File: config.mk
export PLATFORM = sky130hd
export DESIGN_NAME = sst_reg_engine
export DESIGN_NICKNAME = d
export VERILOG_FILES = /design/src/rtl/sst_pkg.sv /design/src/rtl/sst_reg_engine.sv
export SDC_FILE = /design/constraint.sdc
export NUM_CORES = 1
export LEC_CHECK = 0
export ABC_AREA = 1
export CAP_MARGIN = 20
export CORE_UTILIZATION = 35
export DETAILED_ROUTE_END_ITERATION = 10
export GPL_ROUTABILITY_DRIVEN = 0
export HOLD_SLACK_MARGIN = 0.02
export SYNTH_ARGS = -nofsm -noshare
export SYNTH_HDL_FRONTEND = slang
export SYNTH_SLANG_ARGS = --single-unit
File: constraint.sdc
create_clock -name clk -period 4.14 [get_ports clk]
set_input_delay 0.621 -clock clk [delete_from_list [all_inputs] [get_ports clk]]
set_output_delay 0.621 -clock clk [all_outputs]
set_load 0.01 [all_outputs]
File: src/rtl/sst_pkg.sv
// Shared types and constants for the SST save/load register engine.
package sst_pkg;

    localparam int   SST_AW        = 8;
    localparam int   SST_IDX_ADDR  = 127;
    localparam logic SST_MODE_SAVE = 1'b0;
    localparam logic SST_MODE_LOAD = 1'b1;

    typedef enum logic [3:0] {
        IDLE     = 4'd0,
        SETTLE   = 4'd1,
        S_MEM    = 4'd2,
        L_MEM    = 4'd3,
        L_WR     = 4'd4,
        V_SETTLE = 4'd5,
        V_CMP    = 4'd6,
        NEXT     = 4'd7,
        FIN      = 4'd8
    } sst_state_t;

    // A pass is in progress in every state except IDLE and the FIN cycle.
    function automatic logic sst_is_busy_state(input sst_state_t s);
        return (s != IDLE) && (s != FIN);
    endfunction

    // The mapper index register is read-only, so it is never readback-checked.
    function automatic logic sst_cmp_addr(input logic [SST_AW-1:0] a);
        return a != SST_AW'(SST_IDX_ADDR);
    endfunction

endpackage

File: src/rtl/sst_reg_engine.sv
// SST bus initiator: SAVE copies mapper registers 0..SST_LEN-1 into a byte-wide
// state memory, LOAD writes the state memory back into the mapper with each
// write committed on a cpu_m3 strobe.
// Optional feature macro: SST_VERIFY_EN adds a readback compare after every
// LOAD write and drives the sticky err flag; without it err is constant 0.
module sst_reg_engine
    import sst_pkg::*;
#(
    parameter int SST_LEN    = 128,
    parameter int SETTLE_CYC = 1
) (
    input  logic              clk,
    input  logic              map_rst_n,
    input  logic              start,
    input  logic              mode,
    output logic              busy,
    output logic              done,
    output logic              err,
    input  logic              cpu_m3,
    output logic              sst_act,
    output logic [SST_AW-1:0] sst_addr,
    output logic              sst_we_reg,
    output logic [7:0]        sst_dato,
    input  logic [7:0]        sst_di,
    output logic [SST_AW-1:0] mem_addr,
    output logic              mem_wr,
    output logic              mem_rd,
    output logic [7:0]        mem_dato,
    input  logic [7:0]        mem_dati,
    input  logic              mem_ack
);

    localparam logic [SST_AW-1:0] LAST_ADDR   = SST_AW'(SST_LEN - 1);
    localparam logic [3:0]        LAST_SETTLE = 4'(SETTLE_CYC - 1);

    sst_state_t        state_q, state_d;
    logic              mode_q, mode_d;
    logic [SST_AW-1:0] addr_q, addr_d;
    logic [3:0]        cnt_q, cnt_d;
    logic [7:0]        sst_dato_q, sst_dato_d;
    logic [7:0]        mem_dato_q, mem_dato_d;
    logic              err_q, err_d;
    logic              busy_q, busy_d;
    logic              done_q, done_d;
    logic              we_q, we_d;
    logic              mem_wr_q, mem_wr_d;
    logic              mem_rd_q, mem_rd_d;

    // Next-state, datapath and registered-output decode for the pass sequencer.
    always_comb begin
        state_d    = state_q;
        mode_d     = mode_q;
        addr_d     = addr_q;
        cnt_d      = cnt_q;
        sst_dato_d = sst_dato_q;
        mem_dato_d = mem_dato_q;
        err_d      = err_q;

        case (state_q)
            IDLE: begin
                if (start) begin
                    state_d = SETTLE;
                    mode_d  = mode;
                    addr_d  = '0;
                    cnt_d   = 4'd0;
                    err_d   = 1'b0;
                end else begin
                    state_d = IDLE;
                end
            end
            SETTLE: begin
                if (cnt_q == LAST_SETTLE) begin
                    cnt_d = 4'd0;
                    if (mode_q == SST_MODE_SAVE) begin
                        mem_dato_d = sst_di;
                        state_d    = S_MEM;
                    end else begin
                        state_d = L_MEM;
                    end
                end else begin
                    cnt_d = cnt_q + 4'd1;
                end
            end
            S_MEM: begin
                if (mem_ack) begin
                    state_d = NEXT;
                end else begin
                    state_d = S_MEM;
                end
            end
            L_MEM: begin
                if (mem_ack) begin
                    sst_dato_d = mem_dati;
                    state_d    = L_WR;
                end else begin
                    state_d = L_MEM;
                end
            end
            L_WR: begin
                // The mapper takes the write on the edge that sees cpu_m3 high.
                if (cpu_m3) begin
                    cnt_d = 4'd0;
`ifdef SST_VERIFY_EN
                    state_d = V_SETTLE;
`else
                    state_d = NEXT;
`endif
                end else begin
                    state_d = L_WR;
                end
            end
`ifdef SST_VERIFY_EN
            V_SETTLE: begin
                if (cnt_q == LAST_SETTLE) begin
                    cnt_d   = 4'd0;
                    state_d = V_CMP;
                end else begin
                    cnt_d = cnt_q + 4'd1;
                end
            end
            V_CMP: begin
                if ((sst_di != sst_dato_q) && sst_cmp_addr(addr_q)) begin
                    err_d = 1'b1;
                end else begin
                    err_d = err_q;
                end
                state_d = NEXT;
            end
`endif
            NEXT: begin
                if (addr_q == LAST_ADDR) begin
                    state_d = FIN;
                end else begin
                    addr_d  = addr_q + SST_AW'(1);
                    cnt_d   = 4'd0;
                    state_d = SETTLE;
                end
            end
            FIN: begin
                state_d = IDLE;
            end
            default: begin
                state_d = IDLE;
            end
        endcase

        busy_d   = sst_is_busy_state(state_d);
        done_d   = (state_d == FIN);
        we_d     = (state_d == L_WR) && (mode_d == SST_MODE_LOAD);
        mem_wr_d = (state_d == S_MEM);
        mem_rd_d = (state_d == L_MEM);
    end

    // State, counters and all bus outputs are registered; reset aborts any pass.
    always_ff @(posedge clk or negedge map_rst_n) begin
        if (!map_rst_n) begin
            state_q    <= IDLE;
            mode_q     <= 1'b0;
            addr_q     <= '0;
            cnt_q      <= 4'd0;
            sst_dato_q <= 8'd0;
            mem_dato_q <= 8'd0;
            err_q      <= 1'b0;
            busy_q     <= 1'b0;
            done_q     <= 1'b0;
            we_q       <= 1'b0;
            mem_wr_q   <= 1'b0;
            mem_rd_q   <= 1'b0;
        end else begin
            state_q    <= state_d;
            mode_q     <= mode_d;
            addr_q     <= addr_d;
            cnt_q      <= cnt_d;
            sst_dato_q <= sst_dato_d;
            mem_dato_q <= mem_dato_d;
            err_q      <= err_d;
            busy_q     <= busy_d;
            done_q     <= done_d;
            we_q       <= we_d;
            mem_wr_q   <= mem_wr_d;
            mem_rd_q   <= mem_rd_d;
        end
    end

    assign busy       = busy_q;
    assign done       = done_q;
    assign sst_act    = busy_q;
    assign sst_addr   = addr_q;
    assign mem_addr   = addr_q;
    assign sst_we_reg = we_q;
    assign sst_dato   = sst_dato_q;
    assign mem_wr     = mem_wr_q;
    assign mem_rd     = mem_rd_q;
    assign mem_dato   = mem_dato_q;
`ifdef SST_VERIFY_EN
    assign err        = err_q;
`else
    assign err        = 1'b0;
`endif

endmodule

==> metrics.yaml, run 1 <==
synth_cells: 205
utilization_pct: 51.2
post_cts_buffers: 0
pin_count: 61
clockRootBuffer: "clkbuf_8"
cts_sinks: 38
portBuffers: 59
grtUsageTotal_pct: 13.5
ys_dominant_reg_cell: "dfrtp_1"
dr.pass1.iters: 4
grt_pass1_wl_um: 6180
ys_async_sr_fraction_pct: 100
fillers: 493
synth_fp_nets: 230
avgSynthCellArea_um2: 9.44
pwr-share-seq_pct: 35.3
antenna_cells: 0
cap_violations: 0
final.setup.worst_slack_ps: 2230
fin_cells: 331
seq_area_frac_synth_pct: 49.1
dp_slack_ps: 2200
rr_startpoint: "mem_addr[0]"
design.die.area_um2: 5830
finalWirelength_um: 3670
cp_top_family: "buffers and inverters"
drt_iter0_markers: 73
worstMarginPinSlew_ps: 818
crit_slowest_cell: "clkdlybuf4s50_1"
rows: 26
hold_buffers: 0
grt_max_degree: 39
ctsResizeCount: 0
core_um2: 5200
fin_tns_setup_ps: 0
h-tree-depth: 2
grt_pass1_vias: 1385
crit_chain: "clkdlybuf4s50_1"
yosysUniqueCellTypes: 26
switching_share_pct: 34.1
synth-edff-count: 0
die_height_um: 76.4
outcome: "completed"
reg2reg_setup_slack_ps: 2620
setup_viol: 0
post-route-drc-count: 0
worst-setup-path-type: "flop to output pin"
yosys.area.top_type_share_pct: 49.1
cp-start-kind: "flop"
p_switching_w: 0.000560
clock_path_buffers: 2
ant_nets: 0
grt-ovfl-total: 0
synth_seq_cells: 38
cts_tree: "built"
critPathMaxFanout: 6
drive_above_1_share_pct: 16.1
p_comb_share_pct: 42.3
final.setup_skew_ps: 4.17
crit_path_end_kind: "output pin"
cts-buffers-inserted: 5
clkPwrFrac_pct: 22.3
p_leak_nw: 1.26
hold_viol_final: 0
dp.cells: 323
final_cell_mix: "clkdlybuf4s50_1 (58), nand2_1 (50), dfrtp_1 (38)"
mappedNetlistArea_um2: 1940
die_w_um: 76.4
vias: 1500
viasPerCell: 4.53
wl_per_cell_um: 11.1
area_growth_pct: 37.8
start_util_pct: 37.2
nNetsFinal: 285
max-slew-margin-rel_pct: 45.5
hpwl_um: 2710
cp_data_required_time_ps: 3520
post-route-min-period_ps: 1910
layout_commonest_cell: "clkdlybuf4s50_1"
critPathArrivalTime_ps: 1290
timing.fmax_ghz: 0.524
clkTransAtPathRegs_ps: 70
antenna_found_initial: 0
yosysTopAreaCell: "dfrtp_1"
synthTopCellsByArea: "dfrtp_1 (49%), nand2_1 (9.7%), mux2_2 (4.7%), buf_4 (3.9%), o21ai_0 (3.9%)"
slew_violations: 0
hold_path_class: "input pin to async pin"
power-per-cell-area_nw_per_um2: 616
crit_buf_inv: 1
r2r-end: "mem_addr[6]"
fin_crit_sh_pct: 46.1
rsz0062_at_grt: "no"
p_int_w: 0.00108
yosysWarnings: 0
cpPeakStageDelay_ps: 570
clock_latency_ps: 280
r2r.worst_path.cells: 8
max-vdd-ir-drop_mv: 0.296
==> worst register-to-register path, delay by kind of cell, from the launching register on <==
kind	cells	cell delay, ps
and+or+nand+nor	6	650
DFF	1	440
adders and majority gates	1	190
AOI/OAI and AO/OA	1	150
==> power groups by stage <==
stage          combinational [W]  sequential, W  clock, W
2_1_floorplan           0.000363       0.000614         0
3_3_place_gp            0.000701       0.000586         0
3_5_place_dp            0.000705       0.000585         0
4_1_cts                 0.000705       0.000581  0.000380
5_1_grt                 0.000772       0.000598  0.000400
6_report                0.000695       0.000580  0.000366
==> synthesized netlist by cell type (all sizes together), types with 2 or more instances <==
library cell  number
nand3b             2
o21ai             16
a21oi              6
nand4              3
xor2               2
buf               10
nand2             56
ha                 3
inv               18
mux2               8
dfrtp             38
nand3             19
nor2              19
==> cell type report <==
class / count / area (um2) / area share, %
sequential: 38 / 951 / 35.6
tap: 70 / 87.6 / 3.28
multi-input combinational: 137 / 830 / 31.1
timing repair buffer: 59 / 586 / 22.0
clock inverter: 3 / 68.8 / 2.58
clock buffer: 5 / 68.8 / 2.58
inverter: 19 / 76.3 / 2.86
==> routing by layer <==
layer / wire, um / up-vias / part of all wire (%) / track usage [%]
met2: 1680 / 43 / 46 / 21.1
li1: - / 766 / - / -
met3: 195 / 2 / 5.3 / 4.07
met5: 0 / - / 0 / 0
met4: 34 / 0 / 0.93 / 4.81
met1: 1760 / 689 / 48 / 17.6
==> how the worst max path moves through the flow <==
stage / startpoint / to / slack, ps / depth (start not counted)
final: mem_addr[4] / mem_addr[4] / 2230 / 1
after global routing: mem_addr[0] / mem_addr[0] / 2170 / 1
after CTS: mem_addr[4] / mem_addr[4] / 2210 / 1
after detailed placement: mem_ack / busy / 2200 / 8
after global placement: mem_ack / busy / 2210 / 8
after floorplan: mem_addr[0] / busy / 2720 / 8
==> metrics by stage <==
stage                     power, W  area (um2)  hold slack (ps)
after floorplan           0.000978        1940              325
after global placement     0.00129        2530              483
after detailed placement   0.00129        2530              486
after CTS                  0.00167        2670              458
after global routing       0.00177        2670              484
final                      0.00164        2670              431
==> logic make-up after synthesis <==
group	count (synthesis)	synth area share, %
XOR/XNOR	3	1.36
AND/OR/NAND/NOR	100	28.8
other	1	0.194
flip-flops	38	49.1
adder cells (fa/ha/maj)	3	1.94
multiplexers	8	4.65
buffers and inverters	30	8.02
AO/OA/AOI/OAI	22	5.88
No activity file was read; power rests on OpenSTA's default activity.
==> inputs of run 2 (changes only) <==
Clock period 4.14 ns to 1.85 ns, I/O delays scaled along.
==> metrics.yaml, run 2 (synthesis gave the netlist of run 1 again) <==
outcome: "completed"
timing.fmax_ghz: 0.640
fin_crit_sh_pct: 84.4
final.setup_skew_ps: 4.75  # +0.578 ps
worst-setup-path-type: "flop to output pin"
crit_chain: "clkdlybuf4s50_1"
clockRootBuffer: "clkbuf_8"
fin_cells: 333  # +0.60%
clock_latency_ps: 280  # about the same
wl_per_cell_um: 11.6  # +4.2%
cp_top_family: "buffers and inverters"
vias: 1487  # -0.87%
rows: 26  # unchanged
cap_violations: 0  # unchanged
post-route-drc-count: 0  # unchanged
clock_path_buffers: 2  # unchanged
dp.cells: 324  # +0.31%
hpwl_um: 2850  # +5.3%
post-route-min-period_ps: 1560
setup_viol: 0  # unchanged
die_height_um: 76.4  # unchanged
drt_iter0_markers: 74  # +1.4%
r2r-end: "busy"
reg2reg_setup_slack_ps: 310  # -2310 ps
dr.pass1.iters: 4  # unchanged
crit_end: "mem_addr[0]"
p_leak_nw: 1.26  # -0.52%
h-tree-depth: 2  # unchanged
rr_startpoint: "mem_addr[0]"
design.die.area_um2: 5830  # unchanged
start_util_pct: 37.2  # unchanged
slew_violations: 0  # unchanged
cts_tree: "built"
cpPeakStageDelay_ps: 570  # about the same
cts_sinks: 38  # unchanged
drive_above_1_share_pct: 16.0  # -0.12 points
fin_tns_setup_ps: 0  # unchanged
hold_path_class: "input pin to async pin"
max-vdd-ir-drop_mv: 0.720  # +140%
cp.depth: 1  # unchanged
pin_count: 61  # unchanged
core_um2: 5200  # unchanged
crit_slowest_cell: "clkdlybuf4s50_1"
critPathMaxFanout: 6  # unchanged
area_growth_pct: 37.0
antenna_cells: 0  # unchanged
r2r.worst_path.cells: 8  # unchanged
power-per-cell-area_nw_per_um2: 1300  # +110%
cp_data_required_time_ps: 1570  # -1950 ps
portBuffers: 59  # unchanged
grt-ovfl-total: 0  # unchanged
fillers: 523  # +6.1%
critPathArrivalTime_ps: 1280  # about the same
grt_max_degree: 21  # -46%
crit_path_end_kind: "output pin"
crit_buf_inv: 1  # unchanged
cts-buffers-inserted: 5  # unchanged
finalWirelength_um: 3850  # +4.8%
cp-start-kind: "flop"
grt_pass1_vias: 1447  # +4.5%
ant_nets: 0  # unchanged
die_w_um: 76.4  # unchanged
viasPerCell: 4.47  # -1.5%
startpoint: "mem_addr[0]"
rsz0062_at_grt: "no"
hold_viol_final: 0  # unchanged
grtUsageTotal_pct: 14.4  # +0.94 points
clkTransAtPathRegs_ps: 70  # about the same
antenna_found_initial: 0  # unchanged
layout_commonest_cell: "clkdlybuf4s50_1"
nNetsFinal: 287  # +0.70%
ctsResizeCount: 0  # unchanged
grt_pass1_wl_um: 6670  # +7.8%
final_cell_mix: "clkdlybuf4s50_1 (58), nand2_1 (50), dfrtp_1 (38)"
[run 2: final cells by class]
class / instances / area, um2 / share of cell area (%)
multi-input combinational: 137 / 830 / 31.3
sequential: 38 / 951 / 35.9
clock inverter: 1 / 5.00 / 0.189
tap: 70 / 87.6 / 3.30
timing repair buffer: 61 / 616 / 23.2
inverter: 19 / 76.3 / 2.88
clock buffer: 7 / 86.3 / 3.26
[run 2: power by group]
group          total, W  internal (W)  switching, W
clock          0.000577      0.000301      0.000276
combinational   0.00157      0.000785      0.000789
sequential      0.00130       0.00110      0.000199
[run 2: timing repair]
| item | in CTS | in global routing |
|---|---|---|
| hold buffers | 1 | 0 |
| hold endpoints to repair | 19 | 0 |
| endpoints found under the setup margin | 0 | 0 |
| buffers inserted | 0 | 0 |
[run 2: worst min-delay path by stage]
stage / endpoint / depth (start not counted) / startpoint / slack [ps]
finish: sst_dato[1] / 2 / map_rst_n / 480
global route: sst_dato[5] / 2 / map_rst_n / 520
CTS: sst_dato[5] / 2 / map_rst_n / 490
detailed placement: sst_dato[5] / 1 / map_rst_n / 260
global placement: sst_dato[5] / 1 / map_rst_n / 260
floorplan: busy / 0 / map_rst_n / -20
[run 2: metal layers]
layer	share of wire (%)	vias to the layer above	wire, um	GRT usage (%)
met3	6.0	4	231	4.31
met5	0	-	0	0
met2	46	45	1760	21.9
met1	47	670	1820	19.5
li1	-	768	-	-
met4	1.2	0	46	4.81
[run 2: metrics by stage]
step | hold WS (ps) | total power [W] | setup slack (ps) | util (%) | cell area (um2)
after detailed placement | 258 | 0.00290 | 244 | 49.0 | 2550
after floorplan | -18.1 | 0.00219 | 433 | - | 1940
after global routing | 517 | 0.00373 | 161 | 50.9 | 2650
final | 477 | 0.00345 | 288 | 50.9 | 2650
after global placement | 263 | 0.00288 | 263 | 49.0 | 2550
after CTS | 486 | 0.00350 | 278 | 50.9 | 2650
==> inputs of run 3 (changes only) <==
Settings changed: PLACE_DENSITY from default to 0.66.
Clock period 1.85 ns to 1.4 ns, I/O delays scaled along.
==> metrics.yaml, run 3 (synthesis gave the netlist of run 1 again) <==
antenna_found_initial: 0  # unchanged
setup_viol: 0  # unchanged
top_layer: "met4"
rsz0062_at_grt: "yes"
cts_sinks: 38  # unchanged
hold_path_class: "input pin to async pin"
layout_commonest_cell: "nand2_1"
grtUsageTotal_pct: 15.1  # +0.66 points
switching_share_pct: 35.5  # -1.1 points
area_growth_pct: 57.1
critPathMaxFanout: 7  # +1
fin_crit_sh_pct: 97.6
dp_slack_ps: -88.2  # -332 ps
crit_path_end_kind: "flop"
antenna_cells: 0  # unchanged
grt_max_degree: 19  # -9.5%
final.setup.worst_slack_ps: 33.9  # -254 ps
clkPwrFrac_pct: 22.0  # +5.3 points
wl_per_cell_um: 12.0  # +4.2%
hpwl_um: 3000  # +5.1%
final_cell_mix: "nand2_1 (48), dfrtp_1 (34), buf_4 (30)"
outcome: "completed"
finalWirelength_um: 4400  # +14%
vias: 1655  # +11%
slew_violations: 0  # unchanged
cp-start-kind: "flop"
final.setup_skew_ps: 1.98  # -2.77 ps
max-vdd-ir-drop_mv: 0.963  # +34%
grt-ovfl-total: 0  # unchanged
nNetsFinal: 319  # +11%
core_um2: 5200  # unchanged
cap_violations: 0  # unchanged
post-route-drc-count: 0  # unchanged
die_w_um: 76.4  # unchanged
grt_pass1_vias: 1593  # +10%
timing.fmax_ghz: 0.732
h-tree-depth: 2  # unchanged
worst-setup-path-type: "flop to flop"
pwr-share-seq_pct: 32.4  # -5.3 points
clockRootBuffer: "clkbuf_8"
p_leak_nw: 1.67  # +32%
hold_ws_ps: 364  # -114 ps
cp_data_required_time_ps: 1580  # about the same
post-route-min-period_ps: 1370
critPathArrivalTime_ps: 1550  # +270 ps
rows: 26  # unchanged
hold_viol_final: 0  # unchanged
p_comb_share_pct: 45.6  # about the same
design.die.area_um2: 5830  # unchanged
drt_iter0_markers: 21  # -72%
drive_above_1_share_pct: 30.8  # +15 points
clock_latency_ps: 290  # about the same
viasPerCell: 4.53  # +1.5%
clock_path_buffers: 2  # unchanged
pin_count: 61  # unchanged
die_height_um: 76.4  # unchanged
grt_pass1_wl_um: 6910  # +3.6%
dr.pass1.iters: 4  # unchanged
power-per-cell-area_nw_per_um2: 1700  # +31%
p_switching_w: 0.00184  # +45%
start_util_pct: 37.2  # unchanged
cts_tree: "built"
p_int_w: 0.00334  # +53%
r2r.worst_path.cells: 8  # unchanged
wl_met2_um: 2190  # +25%
clkTransAtPathRegs_ps: 70  # about the same
drt-met1-wl_um: 1940  # +7.1%
route.met3.wl_um: 183  # -21%
ant_nets: 0  # unchanged
portBuffers: 59  # unchanged
cts-buffers-inserted: 5  # unchanged
## run 3: routing by layer
metal  vias to the layer above  track usage, %
li1                        836               -
met1                       775            17.2
met2                        36            26.1
met3                         8            4.07
met4                         0            6.92
met5                         -               0
## run 3: layout make-up
type | count | area, um2
tap | 70 | 87.6
fill | 463 | 2160
inverter | 19 | 76.3
timing repair buffer | 91 | 830
sequential | 38 | 956
multi-input combinational | 139 | 950
clock inverter | 2 | 60.1
clock buffer | 6 | 82.6
## run 3: timing repair
action,in CTS,in global routing
buffers inserted,8,10
gates cloned,0,2
endpoints found under the setup margin,31,28
resized for setup,35,30
hold buffers,1,0
pin swaps,4,18
hold endpoints to repair,16,0
## run 3: worst max-delay path, cell delays in order (launching register included)
cell and delay, ps:
dfrtp_1 390, ha_4 160, nand2_4 50, nor2_4 180, nand2_4 100, nand2_8 120, nand3_4 100, nor2_2 100
nand2_1 50
## run 3: metrics by stage
step                cell area [um2]  power [W]  setup TNS (ps)  cells  utilization, %
floorplan                      1940    0.00289               0    205               -
global placement               2640    0.00387           -65.6    337            50.6
detailed placement             2640    0.00390            -263    337            50.6
CTS                            2850    0.00497           -16.1    354            54.7
global route                   3040    0.00554            -202    365            58.4
finish                         3040    0.00518               0    365            58.4
## run 3: final timing paths
path / from / end / slack (ps)
max: mem_addr[1] / busy / 30
min in group clk: sst_di[7] / mem_dato[7] / 450
max in group asynchronous: map_rst_n / mem_addr[0] / 530
min reg2reg: mem_dato[3] / mem_dato[3] / 480
min: map_rst_n / sst_dato[3] / 360
max reg2reg: mem_addr[1] / busy / 30
## run 3: power by group through the flow
stage               Sequential (W)  Clock (W)  Combinational [W]
floorplan                  0.00182          0            0.00107
global placement           0.00167          0            0.00220
detailed placement         0.00167          0            0.00223
CTS                        0.00165    0.00118            0.00215
global route               0.00172    0.00123            0.00259
finish                     0.00168    0.00114            0.00236
